<file path="src/rtl/span_pkg.sv">
// Shared FSM state type, FIFO word layout and default framebuffer geometry for span_fill.
package span_pkg;

  typedef enum logic [2:0] {
    IDLE,
    RDL,
    CAPL,
    RDR,
    CAPR,
    SETUP,
    FILL,
    DONE
  } state_t;

  localparam int Y_MSB      = 31;
  localparam int X_MSB      = 15;
  localparam int DEF_WIDTH  = 320;
  localparam int DEF_HEIGHT = 240;

  function automatic logic [15:0] word_y(input logic [31:0] w);
    return w[Y_MSB -: 16];
  endfunction

  function automatic logic [15:0] word_x(input logic [31:0] w);
    return w[X_MSB -: 16];
  endfunction

endpackage

</file>
<file path="src/rtl/span_addr.sv">
// Combinational span geometry: orders the endpoints, optionally clips (SPAN_FILL_CLIP_EN),
// and produces first/last pixel addresses at ADDR_W+1 bits for span_fill to register.
module span_addr
  import span_pkg::*;
#(
  parameter int WIDTH  = DEF_WIDTH,
  parameter int HEIGHT = DEF_HEIGHT,
  parameter int ADDR_W = 17
) (
  input  logic [15:0]   y,
  input  logic [15:0]   xa,
  input  logic [15:0]   xb,
  output logic [ADDR_W:0] base,
  output logic [ADDR_W:0] last,
  output logic          discard
);

  logic signed [31:0] ys;
  logic signed [31:0] xas;
  logic signed [31:0] xbs;
  logic signed [31:0] lo;
  logic signed [31:0] hi;
  logic signed [31:0] row;

  always_comb begin
    ys      = {{16{y[15]}}, y};
    xas     = {{16{xa[15]}}, xa};
    xbs     = {{16{xb[15]}}, xb};
    lo      = (xas > xbs) ? xbs : xas;
    hi      = (xas > xbs) ? xas : xbs;
    discard = 1'b0;
`ifdef SPAN_FILL_CLIP_EN
    discard = (ys < 0) || (ys >= HEIGHT) || (hi < 0) || (lo >= WIDTH);
    if (lo < 0) lo = 0;
    if (hi > WIDTH - 1) hi = WIDTH - 1;
`endif
    // Only the low ADDR_W+1 bits matter; wrap-around is the producer's concern.
    row  = ys * WIDTH;
    base = (ADDR_W+1)'(row + lo);
    last = (ADDR_W+1)'(row + hi);
  end

endmodule

</file>
<file path="src/rtl/span_fill.sv">
// Span filler: reads {y,x} endpoint pairs from a FIFO and writes xl..xr of row y, one pixel per accepted cycle.
// First fb_we two cycles after CAPR; fb_we/fb_addr/fb_data hold while fb_ready is low (SPAN_FILL_CLIP_EN enables clipping).
module span_fill
  import span_pkg::*;
#(
  parameter int WIDTH   = DEF_WIDTH,
  parameter int HEIGHT  = DEF_HEIGHT,
  parameter int ADDR_W  = 17,
  parameter int COLOR_W = 16
) (
  input  logic               clk,
  input  logic               rst,
  input  logic               fifo_empty,
  output logic               fifo_rd,
  input  logic [31:0]        fifo_data,
  input  logic [COLOR_W-1:0] color,
  output logic               fb_we,
  output logic [ADDR_W-1:0]  fb_addr,
  output logic [COLOR_W-1:0] fb_data,
  input  logic               fb_ready,
  output logic               busy,
  output logic [15:0]        span_count,
  output logic               pair_err
);

  state_t             state;
  logic               cap_hold;
  logic [15:0]        y_r;
  logic [15:0]        xl_r;
  logic [15:0]        xr_r;
  logic [COLOR_W-1:0] color_r;
  logic [ADDR_W:0]    addr_r;
  logic [ADDR_W:0]    last_r;
  logic [ADDR_W:0]    base;
  logic [ADDR_W:0]    last;
  logic               discard;

  span_addr #(
    .WIDTH  (WIDTH),
    .HEIGHT (HEIGHT),
    .ADDR_W (ADDR_W)
  ) u_addr (
    .y       (y_r),
    .xa      (xl_r),
    .xb      (xr_r),
    .base    (base),
    .last    (last),
    .discard (discard)
  );

  assign busy    = (state != IDLE);
  assign fb_addr = addr_r[ADDR_W-1:0];

  always_ff @(posedge clk) begin
    if (rst) begin
      state      <= IDLE;
      cap_hold   <= 1'b0;
      fifo_rd    <= 1'b0;
      fb_we      <= 1'b0;
      fb_data    <= '0;
      span_count <= '0;
      pair_err   <= 1'b0;
      y_r        <= '0;
      xl_r       <= '0;
      xr_r       <= '0;
      color_r    <= '0;
      addr_r     <= '0;
      last_r     <= '0;
    end else begin
      fifo_rd <= 1'b0;
      case (state)
        IDLE: begin
          if (!fifo_empty) begin
            fifo_rd <= 1'b1;
            state   <= RDL;
          end
        end
        RDL: state <= CAPL;
        CAPL: begin
          // Left word stays on fifo_data while we wait for the right one; capture it only once.
          if (!cap_hold) begin
            y_r     <= word_y(fifo_data);
            xl_r    <= word_x(fifo_data);
            color_r <= color;
          end
          if (!fifo_empty) begin
            fifo_rd  <= 1'b1;
            cap_hold <= 1'b0;
            state    <= RDR;
          end else begin
            cap_hold <= 1'b1;
          end
        end
        RDR: state <= CAPR;
        CAPR: begin
          xr_r <= word_x(fifo_data);
          if (word_y(fifo_data) != y_r) pair_err <= 1'b1;
          state <= SETUP;
        end
        SETUP: begin
          fb_data <= color_r;
          addr_r  <= base;
          last_r  <= last;
          if (discard) begin
            state <= DONE;
          end else begin
            fb_we <= 1'b1;
            state <= FILL;
          end
        end
        FILL: begin
          if (fb_ready) begin
            if (addr_r == last_r) begin
              fb_we <= 1'b0;
              state <= DONE;
            end else begin
              addr_r <= addr_r + 1'b1;
            end
          end
        end
        DONE: begin
          span_count <= span_count + 16'd1;
          state      <= IDLE;
        end
        default: state <= IDLE;
      endcase
    end
  end

endmodule

</file>
<file path="config.mk">
export PLATFORM = sky130hd
export DESIGN_NAME = span_fill
export DESIGN_NICKNAME = d
export VERILOG_FILES = /design/src/rtl/span_pkg.sv /design/src/rtl/span_addr.sv /design/src/rtl/span_fill.sv
export SDC_FILE = /design/constraint.sdc
export NUM_CORES = 1
export LEC_CHECK = 0
export CORE_MARGIN = 2
export CORE_UTILIZATION = 51
export CTS_CLUSTER_DIAMETER = 100
export DETAILED_ROUTE_END_ITERATION = 10
export PLACE_DENSITY = 0.85
export SLEW_MARGIN = 20
export SYNTH_ARGS = -nofsm -noshare
export SYNTH_HDL_FRONTEND = slang
export SYNTH_SLANG_ARGS = --single-unit
</file>
<file path="constraint.sdc">
create_clock -name clk -period 4.5 [get_ports clk]
set_input_delay 0.675 -clock clk [delete_from_list [all_inputs] [get_ports clk]]
set_output_delay 0.675 -clock clk [all_outputs]
set_load 0.1 [all_outputs]
</file>
==> results.md, run 1 <==
* Syn_nets at 1,146
* Area Growth Syn to Fin at 22.4%
* Drt first-iter violations at 498
* H-tree Lvls at 4
* Largest net degree at the start of global routing at 86
* Outcome: completed
* Finished Layout Cells at 1,330
* CTS Root Buffer Type: clkbuf_16
* WS Path Type: flip-flop to flip-flop
* Core ar. at 0.0157 mm2
* Clock power frac at 0.425
* DRC at 0
* Initial antenna violation count at 0
* DRT Wirelength at 20,400 um
* Ports at 105
* MaxCap Viol Count at 0
* Worst path required time at 4.81 ns
* Number of global-route vias before repair at 6,792
* # clock sinks at 139
* Switching share of power at 0.270
* Max transition margin at 0.335
* Yosys cell types at 63
* Hold Fails Final Rpt at 0
* Cell taking the most area after synthesis: dfxtp_1
* Height of the die at 130 um
* Placer congestion estimate at 0.910
* Main synth FF type: dfxtp_1
* Asr flop ratio synth at 0
* Number of synthesized flops with an enable pin at 0
* Layout net count at 1,214
* Cell Pwr Density at 330 mW/mm2
* Total grt overflow at 0
* Vias after detailed routing at 7,438
* Maximum clock rate at 0.230 GHz
* Die area at 0.0169 mm2
* Top-area cell type share of the netlist area at 0.345
* Pleak at 3.84 nW
* Reg power frac at 0.395
* Most common cell in the netlist: nand2_1
* Die X-Extent at 130 um
* Int Power at 0.00238 W
* # diodes at 0
* Row cnt at 46
* CTS Buf Count at 17
* Worst vdd ir at 0.000298 V
* Clock skew at 0.0111 ns
* First drt pass iteration count at 4
* Register area share after synthesis at 0.345
* CTS Buffer Depth at 2
* Cells after DPL at 1,295
* Post-route ant nets at 0
* DR WL/cell at 15.3 um
* Yosys warnings at 0
* Yosys reg bits at 139
* Crit. End Element: flip-flop
* Final setup viols at 0
* Final total power at 0.00326 W
* Via density at 5.59
* Slew @ Worst Pin at 0.994 ns
* Net Sw Power at 0.000879 W
* Detail Placement HPWL at 14,500 um
* Logic pwr share at 0.180
* Startpoint Class: flip-flop
* Synth Cell Area at 0.00808 mm2
* Cts hold-fix bufs at 0
* Worst-Skew Late Latency at 0.42 ns
* Cell count after synthesis at 1,034
* Final Worst Setup Slack at 0.153 ns
* CTS clk-pin slew, worst paths at 0.06 ns
* First-pass GRT wire length at 32,100 um
* GRT Overall Usage at 0.238
* Largest cells by area after synthesis: dfxtp_1 (34%), nand2_1 (11%), ha_1 (8.8%), a21oi_1 (8.6%), xor2_1 (5.0%)
* Worst path arrival time at 4.65 ns
* Pins over their slew limit at 0
* Port bufs at 104
* Worst hold-check path type: flip-flop to flip-flop
* Crit path max fanout at 7
* Synth cell count leaders: nand2_1 (226), a21oi_1 (139), dfxtp_1 (139), nor2_1 (60), ha_1 (57)
* CTS tree: built
* Fin crit period at 4.35 ns
* Tcrit/Tclk final at 0.966
* Share of layout cells above drive strength 1 at 0.0826
* Starting density of the core at 0.516
* DP Worst Slack at 0.142 ns
* Avg Inst Size Synth at 7.81 um2
power by group through the flow:
stage                     registers (W)  logic [W]  clock network (W)
final                           0.00129   0.000587            0.00138
after global routing            0.00129   0.000637            0.00145
after CTS                       0.00129   0.000516            0.00140
after detailed placement        0.00131   0.000512                  0
after global placement          0.00131   0.000502                  0
after floorplan                 0.00131   0.000367                  0
kinds of logic after synthesis:
logic type | count (synthesis) | synth area share
and+or+nand+nor | 402 | 0.224
AOI/OAI and AO/OA | 244 | 0.179
DFF | 139 | 0.345
buffers and inverters | 101 | 0.0569
xor gates and xnor gates | 69 | 0.0748
adders and majority gates | 60 | 0.0957
muxes | 19 | 0.0254
critical path: stages, from the launching register on:
cell and delay (ns):
dfxtp_1 0.35, inv_1 0.07, ha_1 0.30, and4_4 0.24
nand3_1 0.12, a211o_1 0.28, and3_4 0.19, nor3_4 0.26
buf_6 0.18, mux2_2 0.37, ha_1 0.30, a211o_1 0.28
o211ai_1 0.12, a211o_1 0.20, a31oi_2 0.13, or3_4 0.39
a221oi_2 0.25, a311o_1 0.16, a21oi_2 0.03
final timing paths:
kind | from | endpoint | slack [ns] | cells after the start
min reg2reg | color_r[8] | fb_data[8] | 0.45 | 2
max | xr_r[14] | addr_r[17] | 0.15 | 18
min | color_r[8] | fb_data[8] | 0.45 | 2
max reg2reg | xr_r[14] | addr_r[17] | 0.15 | 18
layout make-up:
class / instances / area, um2
inverters: 31 / 116
fillers: 1356 / 5770
clock inverters: 10 / 118
clock buffers: 21 / 470
well taps: 216 / 270
repair buffers: 119 / 1190
multi-input cells: 794 / 4940
flip-flops and latches: 139 / 2780
layer usage:
layer / GRT usage / vias up / part of all wire
li1: - / 3687 / -
met1: 0.317 / 3502 / 0.46
met2: 0.386 / 215 / 0.47
met3: 0.0488 / 34 / 0.053
met4: 0.0797 / 0 / 0.017
met5: 0 / - / 0
layout by cell type, fill, tap and decap left out, types with 13 or more instances in the layout:
master	instances
dfxtp_1	138
a21oi_1	134
nand2_1	226
nor3_1	18
nand3_1	18
o21ai_0	32
xor2_1	46
nor2_1	58
inv_1	31
clkbuf_16	17
ha_1	55
a211oi_1	13
clkdlybuf4s50_1	103
xnor2_1	23
repair_timing:
| action | in CTS | in global routing |
|---|---|---|
| setup endpoints to repair | 0 | 7 |
| setup buffers | 0 | 3 |
| gates resized for setup | 0 | 23 |
registers in the layout, summed over array words and instances, names as in the netlist, 3 cells and up:
| name | flops |
|---|---|
| fb_data | 16 |
| color_r | 16 |
| state | 3 |
| y_r | 16 |
| last_r | 18 |
| xl_r | 16 |
| xr_r | 16 |
| span_count | 16 |
| addr_r | 18 |
metrics by stage:
| stage | hold slack (ns) | util | area (um2) | setup TNS, ns |
|---|---|---|---|---|
| 5_1_grt | 0.471 | 0.632 | 9890 | -0.0197 |
| 3_3_place_gp | 0.437 | 0.584 | 9150 | 0 |
| 3_5_place_dp | 0.444 | 0.584 | 9150 | 0 |
| 2_1_floorplan | 0.432 | - | 8080 | 0 |
| 4_1_cts | 0.452 | 0.622 | 9730 | 0 |
| 6_report | 0.450 | 0.632 | 9890 | 0 |
No activity file was read; power rests on OpenSTA's default activity.
==> inputs of run 2 (changes only) <==
- CORE_UTILIZATION: 51 -> 52
- CTS_BUF_LIST: unset -> sky130_fd_sc_hd__clkbuf_4
- PLACE_DENSITY: 0.85 -> 0.86
==> run 2 against run 1 <==
  * Power fell by 17%
  * Clock skew grew 0.0066 ns
  * Clock power is 41% lower
  * Critical path depth did not move
  * Sequential power about the same
  * Largest cell class unchanged
  * Largest power group is now registers
  * Highest routed layer unchanged
==> results.md, run 2 (synthesized netlist as in run 1, its figures left out) <==
* Number of global-route vias before repair at 6,679 (-1.7%)
* CTS Buffer Depth at 2 (unchanged)
* Fin crit period at 4.39 ns (+0.0386 ns)
* Die X-Extent at 129 um (-0.94%)
* Worst path arrival time at 4.84 ns (+0.19 ns)
* DRC at 0 (unchanged)
* # clock sinks at 139 (unchanged)
* Row cnt at 45 (-2.2%)
* Height of the die at 129 um (-0.94%)
* Worst hold-check path type: input pin to flip-flop
* H-tree Lvls at 4 (unchanged)
* Layout net count at 1,215 (+0.082%)
* CP endpoint: addr_r[17]
* Clock power frac at 0.300 (-0.125)
* Fill cell count at 1,279 (-5.7%)
* Tcrit/Tclk final at 0.975 (+0.00857)
* Post-route ant nets at 0 (unchanged)
* CTS clk-pin slew, worst paths at 0.13 ns (+0.07 ns)
* Reg-to-Reg Start: xr_r[15]
* MaxCap Viol Count at 0 (unchanged)
* Startpoint Class: flip-flop
* Detail Placement HPWL at 14,500 um (+0.19%)
* Share of layout cells above drive strength 1 at 0.0887 (+0.00612)
* GRT Overall Usage at 0.243 (+0.00534)
* Via density at 5.71 (+2.1%)
* Crit path max fanout at 6 (-1)
* Fin util at 0.633 (+0.00112)
* Die area at 0.0165 mm2 (-1.9%)
* Logic pwr share at 0.227 (+0.047)
* Initial antenna violation count at 1 (+1)
* Worst vdd ir at 0.000224 V (-25%)
* Reg power frac at 0.473 (+0.078)
* DRT Wirelength at 20,200 um (-0.71%)
* Pleak at 3.70 nW (-3.5%)
* Largest regs: addr_r x18, last_r x18
* Cts hold-fix bufs at 0 (unchanged)
* Hold Fails Final Rpt at 0 (unchanged)
* Max transition margin at 0.316 (-0.0186)
* Port bufs at 104 (unchanged)
* Worst-Skew Late Latency at 0.56 ns (+0.14 ns)
* Int Power at 0.00187 W (-21%)
* Starting density of the core at 0.531 (+0.0154)
* Switching share of power at 0.312 (+0.0428)
* WS Path Type: flip-flop to flip-flop
* Most common cell after layout, fill and taps aside: nand2_1
* First-pass GRT wire length at 32,100 um (about the same)
* DR WL/cell at 15.5 um (+1.2%)
* Reg2reg end: addr_r[17]
* Largest net degree at the start of global routing at 67 (-22%)
* Crit-path cells: inv_1 > ha_1 > and4_4 > nand3_1 > a211o_1 > and3_2 > nor3_4 > buf_6 > mux2_2 > ha_4 > or2_2 > a21oi_2 > a211o_1 > a31oi_4 > or3_1 > a221oi_2 > a311o_1 > a21oi_2
* Total grt overflow at 0 (unchanged)
* Max incr delay on CP at 0.38 ns (about the same)
* CTS Root Buffer Type: clkbuf_4
* Pins over their slew limit at 0 (unchanged)
* Most frequent cells in the layout: nand2_1 (226), dfxtp_1 (137), a21oi_1 (134)
* Drt first-iter violations at 696 (+40%)
* R2R depth at 18 (unchanged)
* Vias after detailed routing at 7,452 (+0.19%)
* Cell Pwr Density at 283 mW/mm2 (-14%)
* Ports at 105 (unchanged)
* CTS tree: built
* Maximum clock rate at 0.228 GHz (-0.88%)
* Net Sw Power at 0.000850 W (-3.3%)
* Worst path slowest cell: or3_1
* Crit. End Element: flip-flop
* Slew @ Worst Pin at 1.02 ns (+0.0304 ns)
* Clock skew at 0.0177 ns (+0.00665 ns)
* Worst Setup SP: xr_r[15]
* Worst path required time at 4.96 ns (+0.15 ns)
* CTS Buf Count at 17 (unchanged)
* Placer congestion estimate at 0.927 (+1.8%)
* Outcome: completed
* Reg2Reg Setup Slack at 0.11 ns (-0.04 ns)
* Final total power at 0.00272 W (-17%)
* Area Growth Syn to Fin at 19.1%
* Final setup viols at 0 (unchanged)
* Core ar. at 0.0152 mm2 (-2.9%)
* First drt pass iteration count at 5 (+1)
## run 2: critical path: cells and delay by family, from the launching register on
family                     cells  cell delay (ns)
AOI/OAI and AO/OA              7             1.21
and+or+nand+nor                6             1.59
muxes                          1             0.36
adders and majority gates      2             0.59
DFF                            1             0.34
buffers and inverters          2             0.22
## run 2: worst min-delay path by stage
stage | to | cells after the start | startpoint
floorplan | fb_data[0] | 2 | color_r[0]
global route | addr_r[7] | 2 | rst
global placement | fb_data[6] | 2 | color_r[6]
detailed placement | fb_data[5] | 2 | color_r[5]
CTS | xl_r[11] | 2 | rst
finish | addr_r[7] | 2 | rst
## run 2: layer usage
metal | wire length (um) | vias up | global-route usage | share of wire
met5 | 0 | - | 0 | 0
met3 | 1210 | 30 | 0.0586 | 0.060
met1 | 9320 | 3444 | 0.332 | 0.46
li1 | - | 3696 | - | -
met2 | 9380 | 282 | 0.387 | 0.46
met4 | 308 | 0 | 0.0678 | 0.015
## run 2: metrics by stage
stage | hold WS [ns] | instance area [um2] | cells | worst slack, ns | setup TNS (ns)
after floorplan | 0.432 | 8080 | 1034 | 0.0871 | 0
after global placement | 0.438 | 9100 | 1266 | 0.291 | 0
after detailed placement | 0.442 | 9100 | 1266 | 0.152 | 0
after CTS | 0.397 | 9380 | 1298 | 0.122 | 0
after global routing | 0.418 | 9620 | 1305 | -0.0411 | -0.0578
final | 0.448 | 9620 | 1305 | 0.115 | 0
## run 2: cell type report
cell class	count	area, um2	area share
timing repair buffer	120	1210	0.126
clock buffer	17	128	0.0133
tap	188	235	0.0245
clock inverter	15	148	0.0153
multi-input combinational	794	5000	0.519
inverter	31	116	0.0121
sequential	139	2790	0.290
antenna	1	2.50	0.000260
## run 2: timing repair
action	CTS	global route
endpoints found under the setup margin	0	7
resized for setup	0	32
buffers inserted	0	4
## run 2: power by group through the flow
stage	clock [W]	sequential, W	combinational, W
floorplan	0	0.00131	0.000367
global placement	0	0.00131	0.000502
detailed placement	0	0.00131	0.000512
CTS	0.000831	0.00128	0.000517
global route	0.000878	0.00129	0.000665
finish	0.000816	0.00129	0.000617
